$ cat src/rtl/mem_arbiter.sv
// mem_arbiter: shares one word-wide memory port between an instruction-fetch
// requester (IF) and a load/store requester (LS).
// Build option: define MEM_ARB_RR_EN to break simultaneous requests round-robin;
// left undefined, LS always wins a tie. Single-requester behaviour is the same.
// Handshake: a requester holds *_valid with stable fields; the request is taken
// in the cycle where *_valid & *_ready are both high. *_ready is combinational,
// high only in IDLE and only for the arbitration winner. Each accepted request
// produces exactly one *_rvalid pulse (with *_rdata/*_err) unless reset intervenes.
// Memory side: mem_req and all mem_* fields stay stable until a one-cycle mem_ack.
module mem_arbiter #(
  parameter int TIMEOUT = 255
) (
  input  logic        clk,
  input  logic        rst,
  input  logic        if_valid,
  input  logic [31:0] if_addr,
  output logic        if_ready,
  output logic        if_rvalid,
  output logic [31:0] if_rdata,
  output logic        if_err,
  input  logic        ls_valid,
  input  logic [31:0] ls_addr,
  input  logic        ls_wen,
  input  logic [2:0]  ls_memop,
  input  logic [31:0] ls_wdata,
  output logic        ls_ready,
  output logic        ls_rvalid,
  output logic [31:0] ls_rdata,
  output logic        ls_err,
  output logic        mem_req,
  output logic [31:0] mem_addr,
  output logic        mem_wen,
  output logic [31:0] mem_wdata,
  output logic [3:0]  mem_wmask,
  input  logic        mem_ack,
  input  logic [31:0] mem_rdata,
  output logic [1:0]  dbg_state
);

  typedef enum logic [1:0] {
    ST_IDLE = 2'd0,
    ST_WAIT = 2'd1,
    ST_RESP = 2'd2
  } state_t;

  localparam logic       OWN_IF  = 1'b0;
  localparam logic       OWN_LS  = 1'b1;
  // Last WAIT cycle index before giving up: TIMEOUT WAIT cycles in total.
  localparam logic [7:0] TO_LAST = 8'(TIMEOUT - 1);

  state_t      state_q, state_d;
  logic        owner_q;
  logic [7:0]  cnt_q;
  logic [1:0]  a_off_q;
  logic        a_wen_q;
  logic [2:0]  a_memop_q;

  logic        prio_ls;
  logic        acc_if, acc_ls, accept;
  logic [31:0] req_addr;
  logic        req_wen;
  logic [2:0]  req_memop;
  logic [31:0] req_wdata;
  logic        req_err;
  logic [3:0]  req_wmask;
  logic [31:0] req_lane_data;
  logic [7:0]  rd_byte;
  logic [15:0] rd_half;
  logic [31:0] rd_ext;
  logic        resp_we, resp_ls, resp_err;
  logic [31:0] resp_data;

`ifdef MEM_ARB_RR_EN
  logic rr_ls_q;
  assign prio_ls = rr_ls_q;
`else
  assign prio_ls = 1'b1;
`endif

  assign ls_ready  = (state_q == ST_IDLE) && ls_valid && (!if_valid || prio_ls);
  assign if_ready  = (state_q == ST_IDLE) && if_valid && !(ls_valid && prio_ls);
  assign acc_ls    = ls_valid && ls_ready;
  assign acc_if    = if_valid && if_ready;
  assign accept    = acc_ls || acc_if;
  assign if_rvalid = (state_q == ST_RESP) && (owner_q == OWN_IF);
  assign ls_rvalid = (state_q == ST_RESP) && (owner_q == OWN_LS);
  assign dbg_state = state_q;

  // Select the fields of the request being granted; fetch is always a word read.
  always_comb begin
    req_addr  = if_addr;
    req_wen   = 1'b0;
    req_memop = 3'b010;
    req_wdata = 32'h0;
    if (acc_ls) begin
      req_addr  = ls_addr;
      req_wen   = ls_wen;
      req_memop = ls_memop;
      req_wdata = ls_wdata;
    end
  end

  // Flag illegal memop codes and misaligned halfword/word accesses.
  always_comb begin
    req_err = 1'b0;
    case (req_memop)
      3'b000, 3'b100: req_err = 1'b0;
      3'b001, 3'b101: req_err = (req_addr[1:0] == 2'b11);
      3'b010:         req_err = (req_addr[1:0] != 2'b00);
      default:        req_err = 1'b1;
    endcase
  end

  // Place store data in its byte lanes; offset 0 is the most significant lane.
  always_comb begin
    req_wmask     = 4'b0000;
    req_lane_data = 32'h0;
    if (req_wen) begin
      case (req_memop[1:0])
        2'b00: begin
          req_wmask     = 4'b1000 >> req_addr[1:0];
          req_lane_data = {24'h0, req_wdata[7:0]} << {~req_addr[1:0], 3'b000};
        end
        2'b01: begin
          req_wmask     = 4'b1100 >> req_addr[1:0];
          req_lane_data = {16'h0, req_wdata[15:0]} << {2'd2 - req_addr[1:0], 3'b000};
        end
        default: begin
          req_wmask     = 4'b1111;
          req_lane_data = req_wdata;
        end
      endcase
    end
  end

  // Extract and extend read data according to the latched memop and offset.
  always_comb begin
    rd_byte = 8'(mem_rdata >> {~a_off_q, 3'b000});
    rd_half = 16'(mem_rdata >> {2'd2 - a_off_q, 3'b000});
    rd_ext  = 32'h0;
    case (a_memop_q)
      3'b000:  rd_ext = {{24{rd_byte[7]}}, rd_byte};
      3'b001:  rd_ext = {{16{rd_half[15]}}, rd_half};
      3'b010:  rd_ext = mem_rdata;
      3'b100:  rd_ext = {24'h0, rd_byte};
      3'b101:  rd_ext = {16'h0, rd_half};
      default: rd_ext = 32'h0;
    endcase
  end

  // Next-state logic and the response write strobe for the owner's data/err.
  always_comb begin
    state_d   = state_q;
    resp_we   = 1'b0;
    resp_ls   = owner_q;
    resp_data = 32'h0;
    resp_err  = 1'b0;
    case (state_q)
      ST_IDLE: begin
        if (accept) begin
          if (req_err) begin
            state_d  = ST_RESP;
            resp_we  = 1'b1;
            resp_ls  = acc_ls;
            resp_err = 1'b1;
          end else begin
            state_d = ST_WAIT;
          end
        end
      end
      ST_WAIT: begin
        if (mem_ack) begin
          state_d   = ST_RESP;
          resp_we   = 1'b1;
          resp_data = a_wen_q ? 32'h0 : rd_ext;
        end else if (cnt_q == TO_LAST) begin
          state_d  = ST_RESP;
          resp_we  = 1'b1;
          resp_err = 1'b1;
        end
      end
      ST_RESP: state_d = ST_IDLE;
      default: state_d = ST_IDLE;
    endcase
  end

  // State register.
  always_ff @(posedge clk or posedge rst) begin
    if (rst) state_q <= ST_IDLE;
    else     state_q <= state_d;
  end

  // Latch the granted request, drive the memory port, run the WAIT counter.
  always_ff @(posedge clk or posedge rst) begin
    if (rst) begin
      owner_q   <= OWN_IF;
      cnt_q     <= 8'd0;
      a_off_q   <= 2'b00;
      a_wen_q   <= 1'b0;
      a_memop_q <= 3'b000;
      mem_req   <= 1'b0;
      mem_addr  <= 32'h0;
      mem_wen   <= 1'b0;
      mem_wdata <= 32'h0;
      mem_wmask <= 4'b0000;
    end else begin
      case (state_q)
        ST_IDLE: begin
          if (accept) begin
            owner_q   <= acc_ls;
            cnt_q     <= 8'd0;
            a_off_q   <= req_addr[1:0];
            a_wen_q   <= req_wen;
            a_memop_q <= req_memop;
            if (!req_err) begin
              mem_req   <= 1'b1;
              mem_addr  <= {req_addr[31:2], 2'b00};
              mem_wen   <= req_wen;
              mem_wdata <= req_lane_data;
              mem_wmask <= req_wmask;
            end
          end
        end
        ST_WAIT: begin
          if (mem_ack || cnt_q == TO_LAST) mem_req <= 1'b0;
          else                             cnt_q   <= cnt_q + 8'd1;
        end
        default: ;
      endcase
    end
  end

  // Response data/err registers; they hold their value between pulses.
  always_ff @(posedge clk or posedge rst) begin
    if (rst) begin
      if_rdata <= 32'h0;
      if_err   <= 1'b0;
      ls_rdata <= 32'h0;
      ls_err   <= 1'b0;
    end else if (resp_we) begin
      if (resp_ls) begin
        ls_rdata <= resp_data;
        ls_err   <= resp_err;
      end else begin
        if_rdata <= resp_data;
        if_err   <= resp_err;
      end
    end
  end

`ifdef MEM_ARB_RR_EN
  // Tie-break pointer: after every grant, favour the other requester.
  always_ff @(posedge clk or posedge rst) begin
    if (rst)         rr_ls_q <= 1'b1;
    else if (accept) rr_ls_q <= acc_if;
  end
`endif

endmodule

$ cat config.mk
export PLATFORM = sky130hd
export DESIGN_NAME = mem_arbiter
export DESIGN_NICKNAME = d
export VERILOG_FILES = /design/src/rtl/mem_arbiter.sv
export SDC_FILE = /design/constraint.sdc
export NUM_CORES = 1
export LEC_CHECK = 0
export ABC_AREA = 1
export CELL_PAD_IN_SITES_DETAIL_PLACEMENT = 1
export CELL_PAD_IN_SITES_GLOBAL_PLACEMENT = 2
export CORE_ASPECT_RATIO = 0.7
export CORE_UTILIZATION = 27
export DETAILED_ROUTE_END_ITERATION = 8
export GPL_TIMING_DRIVEN = 0
export PLACE_DENSITY = 0.95
export SYNTH_ARGS = -nofsm -noshare
export SYNTH_HDL_FRONTEND = slang
export SYNTH_SLANG_ARGS = --single-unit
$ cat constraint.sdc
create_clock -name clk -period 14.7 [get_ports clk]
set_input_delay 2.94 -clock clk [delete_from_list [all_inputs] [get_ports clk]]
set_output_delay 2.94 -clock clk [all_outputs]
set_load 0.02 [all_outputs]
==> results of run 1 <==
## path summary, 6_finish.rpt
check                                to  slack (ns)  cells after the start
max                            ls_ready        6.60                      6
min                         if_rdata[4]        0.48                      2
max reg2reg                mem_addr[26]       11.91                     10
min reg2reg                 if_rdata[4]        0.48                      2
max in group asynchronous  ls_rdata[29]       10.90                      3
min in group asynchronous   mem_addr[5]        2.89                      2
## cell usage in the layout, fill, tap and decap left out, drive strengths merged, types with 13 or more instances in the layout
| cell | count |
|---|---|
| clkbuf | 48 |
| o211ai | 13 |
| buf | 47 |
| o31ai | 35 |
| dfrtp | 151 |
| inv | 83 |
| o21ai | 80 |
| nand4 | 40 |
| a21oi | 32 |
| nand3 | 125 |
| nor2 | 122 |
| clkdlybuf4s50 | 274 |
| nand2 | 448 |
## power groups by stage
| stage | registers (W) | clock network, W | logic [W] |
|---|---|---|---|
| floorplan | 0.000720 | 0 | 0.000608 |
| global placement | 0.000603 | 0 | 0.00124 |
| detailed placement | 0.000607 | 0 | 0.00126 |
| CTS | 0.000601 | 0.000457 | 0.00126 |
| global route | 0.000615 | 0.000472 | 0.00138 |
| finish | 0.000600 | 0.000447 | 0.00127 |
## Yosys cell counts
cell type	instances	area (µm²)
a211oi_1	1	7.510
a21oi_1	31	155.2
a21oi_2	1	8.760
a22o_1	3	26.28
a22oi_1	1	7.510
a31oi_1	1	6.260
buf_1	3	11.26
buf_2	26	130.1
buf_4	12	90.09
buf_6	5	56.30
clkbuf_1	29	108.9
clkbuf_2	1	5.000
clkinv_1	1	3.750
conb_1	1	3.750
dfrtp_1	151	3779
ha_1	2	25.02
inv_1	72	270.3
inv_2	5	18.77
nand2_1	438	1644
nand2_2	4	25.02
nand2_4	6	67.56
nand3_1	121	605.6
nand3_2	3	30.03
nand3_4	1	17.52
nand3b_1	1	7.510
nand4_1	40	250.2
nor2_1	115	431.7
nor2_2	4	25.02
nor2_4	3	33.78
nor3_1	4	20.02
nor3_4	1	16.27
o2111ai_1	2	17.52
o211ai_1	13	97.59
o21ai_0	74	370.4
o21ai_1	6	30.03
o22ai_1	5	31.28
o31ai_1	35	262.8
xnor2_1	1	8.760
xor2_1	4	35.03
## flip-flops by register name, summed over array words and instances, names as in the netlist
register	count
mem_wen	1
mem_req	1
dbg_state	2
a_memop_q	3
mem_wmask	4
if_rdata	32
a_off_q	2
mem_addr	30
owner_q	1
ls_err	1
cnt_q	8
ls_rdata	32
a_wen_q	1
mem_wdata	32
if_err	1
## logic make-up after synthesis
logic type      after synthesis  synth area share [%]
simple gates                741                 36.32
fa+ha+maj                     2                0.2862
other cells                   1               0.04290
buf+inv                     154                 7.944
compound gates              173                 11.68
flops                       151                 43.23
xor+xnor                      5                0.5010
## worst max-delay path, delay by kind of cell
| family | cells | cell delay, ns |
|---|---|---|
| buffers and inverters | 5 | 2.11 |
| AND/OR/NAND/NOR | 1 | 0.10 |
## cell type report
class / count / area (µm²) / share of cell area (%)
clock inverter: 14 / 140.1 / 1.110
timing repair buffer: 275 / 2770 / 21.95
antenna: 1 / 2.502 / 0.01983
buffer: 76 / 401.6 / 3.183
inverter: 78 / 300.3 / 2.380
multi-input combinational: 923 / 4272 / 33.85
tap: 420 / 525.5 / 4.164
clock buffer: 18 / 429.2 / 3.401
sequential: 151 / 3779 / 29.94
## routing by layer
layer / vias up / share of wire, %
li1: 4620 / -
met1: 4781 / 52
met2: 283 / 41
met3: 33 / 5.7
met4: 0 / 1.5
met5: - / 0
## per-stage QoR
| step | hold WS, ns | total power [W] | cells |
|---|---|---|---|
| final | 0.4764 | 0.002317 | 1956 |
| after global routing | 0.4981 | 0.002463 | 1955 |
| after CTS | 0.4765 | 0.002324 | 1955 |
| after detailed placement | 0.4618 | 0.001867 | 1923 |
| after global placement | 0.4575 | 0.001839 | 1922 |
| after floorplan | 0.4905 | 0.001328 | 1228 |
==> impl_metrics.tcl, run 1 <==
set metrics [dict create \
    status "complete, no violations" \
    placed_area_um2 12050 \
    initial_core_util_pct 27.76 \
    clk_pin_slew_ns 0.06 \
    first_pass_iters 5 \
    grtUsageMet1_pct 37.06 \
    wl_per_cell_um 20.22 \
    hpwl_um 31060 \
    vias_per_cell 4.968 \
    clock-sinks 151 \
    hold_violations 0 \
    clock_skew_ns 0.01103 \
    p_int_w 0.001210 \
    remaining_drc_errors 0 \
    fp.dieH_um 152.5 \
    tns_ns 0 \
    grt_pass1_vias 10004 \
    routed_wl_um 39540 \
    p_comb_share_pct 54.8 \
    seq_area_frac_synth_pct 43.23 \
    busiest_layer "met1" \
    fill_cells 3925 \
    hold_buffers 0 \
    fin_util_pct 40.08 \
    max-cap-violations 0 \
    setup_violations 0 \
    rsz0062_at_grt "false" \
    dr_total_vias 9717 \
    powerDensity_nw_per_um2 183.6 \
    final_layout_size_suffix_gt1_share_pct 6.840 \
    grt_util_met2_pct 34.38 \
    grt_max_degree 104 \
    cts_root_buf "clkbuf_16" \
    critPathLaunch "ls_valid" \
    drtAntennaViolNets 0 \
    synthCells 1227 \
    r2r_start "dbg_state[1]" \
    worstPathMaxFanout 10 \
    period_share_pct 55.11 \
    cts_tree "done" \
    numCtsBuffers 17 \
    rows 54 \
    irDropWorstVdd_mv 0.07788 \
    place.gp.congestion 0.9087 \
    gr-usage-all-layers_pct 24.24 \
    cp.arrival_ns 5.16 \
    crit_slowest_cell "clkdlybuf4s50_1" \
    switchingPower_w 0.001107 \
    worstSetupEndpointType "primary output" \
    synth.cell_area_um2 8741 \
    maxClockFrequency_ghz 0.1234 \
    worst_pin_slew_ns 0.8647 \
    post_cts.repair.setup_buffers 0 \
    p_seq_share_pct 25.9 \
    hold_path_class "register to register" \
    grt_overflow 0 \
    relSlewSlack_pct 42.14 \
    area_growth_pct 44.37 \
    maxSlewViolCount 0 \
    worst_slack_ns 6.598 \
    critPathRequiredTime_ns 11.76 \
    cp-start-kind "input pin" \
    coreArea_um2 31490 \
    crit_top_cell "buf_2" \
    dieArea_um2 33110 \
    use_met3_pct 4.731 \
    worstHoldStart "if_rdata[4]" \
    synth_area_per_cell_um2 7.124 \
    first_iter_violations 787 \
    clkPwrFrac_pct 19.3 \
    synth_warnings 0 \
    p_sw_share_pct 47.77 \
    h-tree-depth 4 \
    die_x_um 217.1 \
    clkLatencyLatePin_ns 0.46 \
    cts_resized 0 \
    period_needed_ns 8.102 \
    final_area_um2 12620 \
    port_buffers 274 \
    crit_chain "buf_2 -> nand2_4 -> inv_2 -> buf_2 -> buf_1 -> clkdlybuf4s50_1" \
    layout.nets 1661 \
    grt_pass1_wl_um 61020 \
    critical_path.max_stage_delay_ns 0.74 \
    synth-seq-cells 151 \
    clk_path_buf_depth 2 \
    ios 279 \
    antenna_found_initial 1 \
    ys_types 39 \
    power_leakage_nw 6.025 \
    place_ws_ns 6.562 \
    worst-setup-path-type "input pin to primary output" \
]
(Power assumes the default switching activity.)
==> run 2, diff against run 1 <==
--- a/config.mk
+++ b/config.mk
@@ -9,10 +9,10 @@
 export CELL_PAD_IN_SITES_DETAIL_PLACEMENT = 1
 export CELL_PAD_IN_SITES_GLOBAL_PLACEMENT = 2
 export CORE_ASPECT_RATIO = 0.7
-export CORE_UTILIZATION = 27
+export CORE_UTILIZATION = 23
 export DETAILED_ROUTE_END_ITERATION = 8
 export GPL_TIMING_DRIVEN = 0
-export PLACE_DENSITY = 0.95
+export PLACE_DENSITY = 0.88
 export SYNTH_ARGS = -nofsm -noshare
 export SYNTH_HDL_FRONTEND = slang
 export SYNTH_SLANG_ARGS = --single-unit
==> constraint.sdc (replaced) <==
create_clock -name clk -period 6.65 [get_ports clk]
set_input_delay 1.33 -clock clk [delete_from_list [all_inputs] [get_ports clk]]
set_output_delay 1.33 -clock clk [all_outputs]
set_load 0.02 [all_outputs]
==> run 2 against run 1 <==
  * Die area increased by 17%
  * Setup slack worse by 4.8 ns
  * Non-clock buffer count unchanged
  * First-iteration DRC count shrank 8.3%
  * Sequential share of layout area decreased by 0.22 points
  * Cell count up 3.6%
  * Register-to-register slack got worse by 8.1 ns
  * Combinational power grew 130%
  * Clock-buffer cell count did not move
  * Global-route usage fell by 3.0 points
==> impl_metrics.tcl, run 2 (same netlist as run 1, synthesis figures left out) <==
set metrics [dict create \
    status "complete, no violations" \
    worstSetupEndpointType "primary output" \
    crit_chain "buf_2 -> nand2_4 -> inv_2 -> buf_2 -> buf_1 -> clkdlybuf4s50_1" \
    rows 59 \
    clock-sinks 151 \
    seq_area_um2 3779 \
    setup_violations 0 \
    crit_top_cell "buf_2" \
    cts_root_buf "clkbuf_16" \
    cp-start-kind "input pin" \
    irDropWorstVdd_mv 0.1998 \
    coreArea_um2 37280 \
    hold_buffers 0 \
    dr_total_vias 9819 \
    routed_wl_um 40680 \
    reg_top3 "if_rdata (32), ls_rdata (32), mem_wdata (32)" \
    power_leakage_nw 6.012 \
    worst-setup-path-type "input pin to primary output" \
    die_x_um 235.0 \
    hold_path_class "register to register" \
    ff2ff_setup_slack_ns 3.77 \
    critPathRequiredTime_ns 5.32 \
    clkLatencyLatePin_ns 0.46 \
    hold_depth 2 \
    fill_cells 4572 \
    fp.dieH_um 165.1 \
    layout_commonest_cell "nand2_1" \
    powerDensity_nw_per_um2 408.3 \
    maxSlewViolCount 0 \
    h-tree-depth 4 \
    clock_skew_ns 0.01282 \
    dieArea_um2 38800 \
    period_share_pct 73.65 \
    reg2regPathDepth 10 \
    first_iter_violations 722 \
    grt_overflow 0 \
    place.gp.congestion 0.9040 \
    grt_pass1_vias 10035 \
    vias_per_cell 4.846 \
    cp.arrival_ns 3.57 \
    numCtsBuffers 17 \
    fin_util_pct 34.10 \
    maxClockFrequency_ghz 0.2042 \
    place_ws_ns 1.686 \
    multiInputGateArea_um2 4272 \
    mostFrequentLayoutCells "nand2_1, clkdlybuf4s50_1, dfrtp_1, nand3_1, nor2_1" \
    relSlewSlack_pct 43.33 \
    remaining_drc_errors 0 \
    antenna_found_initial 6 \
    max-cap-violations 0 \
    period_needed_ns 4.898 \
    worst_slack_ns 1.752 \
    clk_pin_slew_ns 0.07 \
    dp.cells 1991 \
    crit_slowest_cell "clkdlybuf4s50_1" \
    grt_max_degree 83 \
    post_cts.repair.setup_buffers 0 \
    initial_core_util_pct 23.45 \
    power_w 0.005190 \
    wl_per_cell_um 20.08 \
    cts_resized 0 \
    first_pass_iters 4 \
    ios 279 \
    port_buffers 274 \
    worst_pin_slew_ns 0.8470 \
    hpwl_um 31480 \
    grt_pass1_wl_um 62040 \
    hold_violations 0 \
    layout.nets 1661 \
    area_growth_pct 45.42 \
    rsz0062_at_grt "false" \
    gr-usage-all-layers_pct 21.20 \
    tns_ns 0 \
    critical_path.max_stage_delay_ns 0.74 \
    drtAntennaViolNets 0 \
    final_layout_size_suffix_gt1_share_pct 6.840 \
    cts_tree "done" \
    clk_path_buf_depth 2 \
    final_cells 2026 \
    worstPathMaxFanout 10 \
]
[run 2: metrics by stage]
step / area [µm²] / hold WS (ns)
global route: 12710 / 0.4995
floorplan: 8745 / 0.4905
global placement: 12100 / 0.4576
detailed placement: 12130 / 0.4616
CTS: 12700 / 0.4779
finish: 12710 / 0.4723
[run 2: worst max-delay path: cells and delay by family]
| kind | cells | cell delay, ns |
|---|---|---|
| simple gates | 1 | 0.10 |
| buf+inv | 5 | 2.12 |
[run 2: final cells by class]
class | count | area share, %
Timing Repair Buffer | 275 | 21.79
Buffer | 76 | 3.160
Sequential cell | 151 | 29.73
Clock inverter | 14 | 1.112
Clock buffer | 18 | 3.376
Antenna cell | 3 | 0.05906
Tap cell | 488 | 4.804
Multi-Input combinational cell | 923 | 33.61
Inverter | 78 | 2.362
[run 2: report_power, final]
group	switching [W]	total, W	internal [W]
clock network	0.000462	0.000986	0.000525
registers	0.000163	0.00133	0.00117
logic	0.00189	0.00287	0.000981
[run 2: layer usage]
layer	part of all wire [%]	wire, µm	track usage, %
met5	0.064	26	0
met4	1.4	586	6.878
met3	6.7	2708	4.953
met2	43	17500	31.06
met1	49	19850	30.47
[run 2: final timing paths]
check	startpoint	end
min in group asynchronous	rst	ls_rdata[4]
max in group asynchronous	rst	mem_wdata[20]
worst min register to register	ls_rdata[11]	ls_rdata[11]
worst max register to register	dbg_state[1]	mem_addr[30]
worst min-delay path	ls_rdata[11]	ls_rdata[11]
worst max-delay path	ls_valid	ls_ready
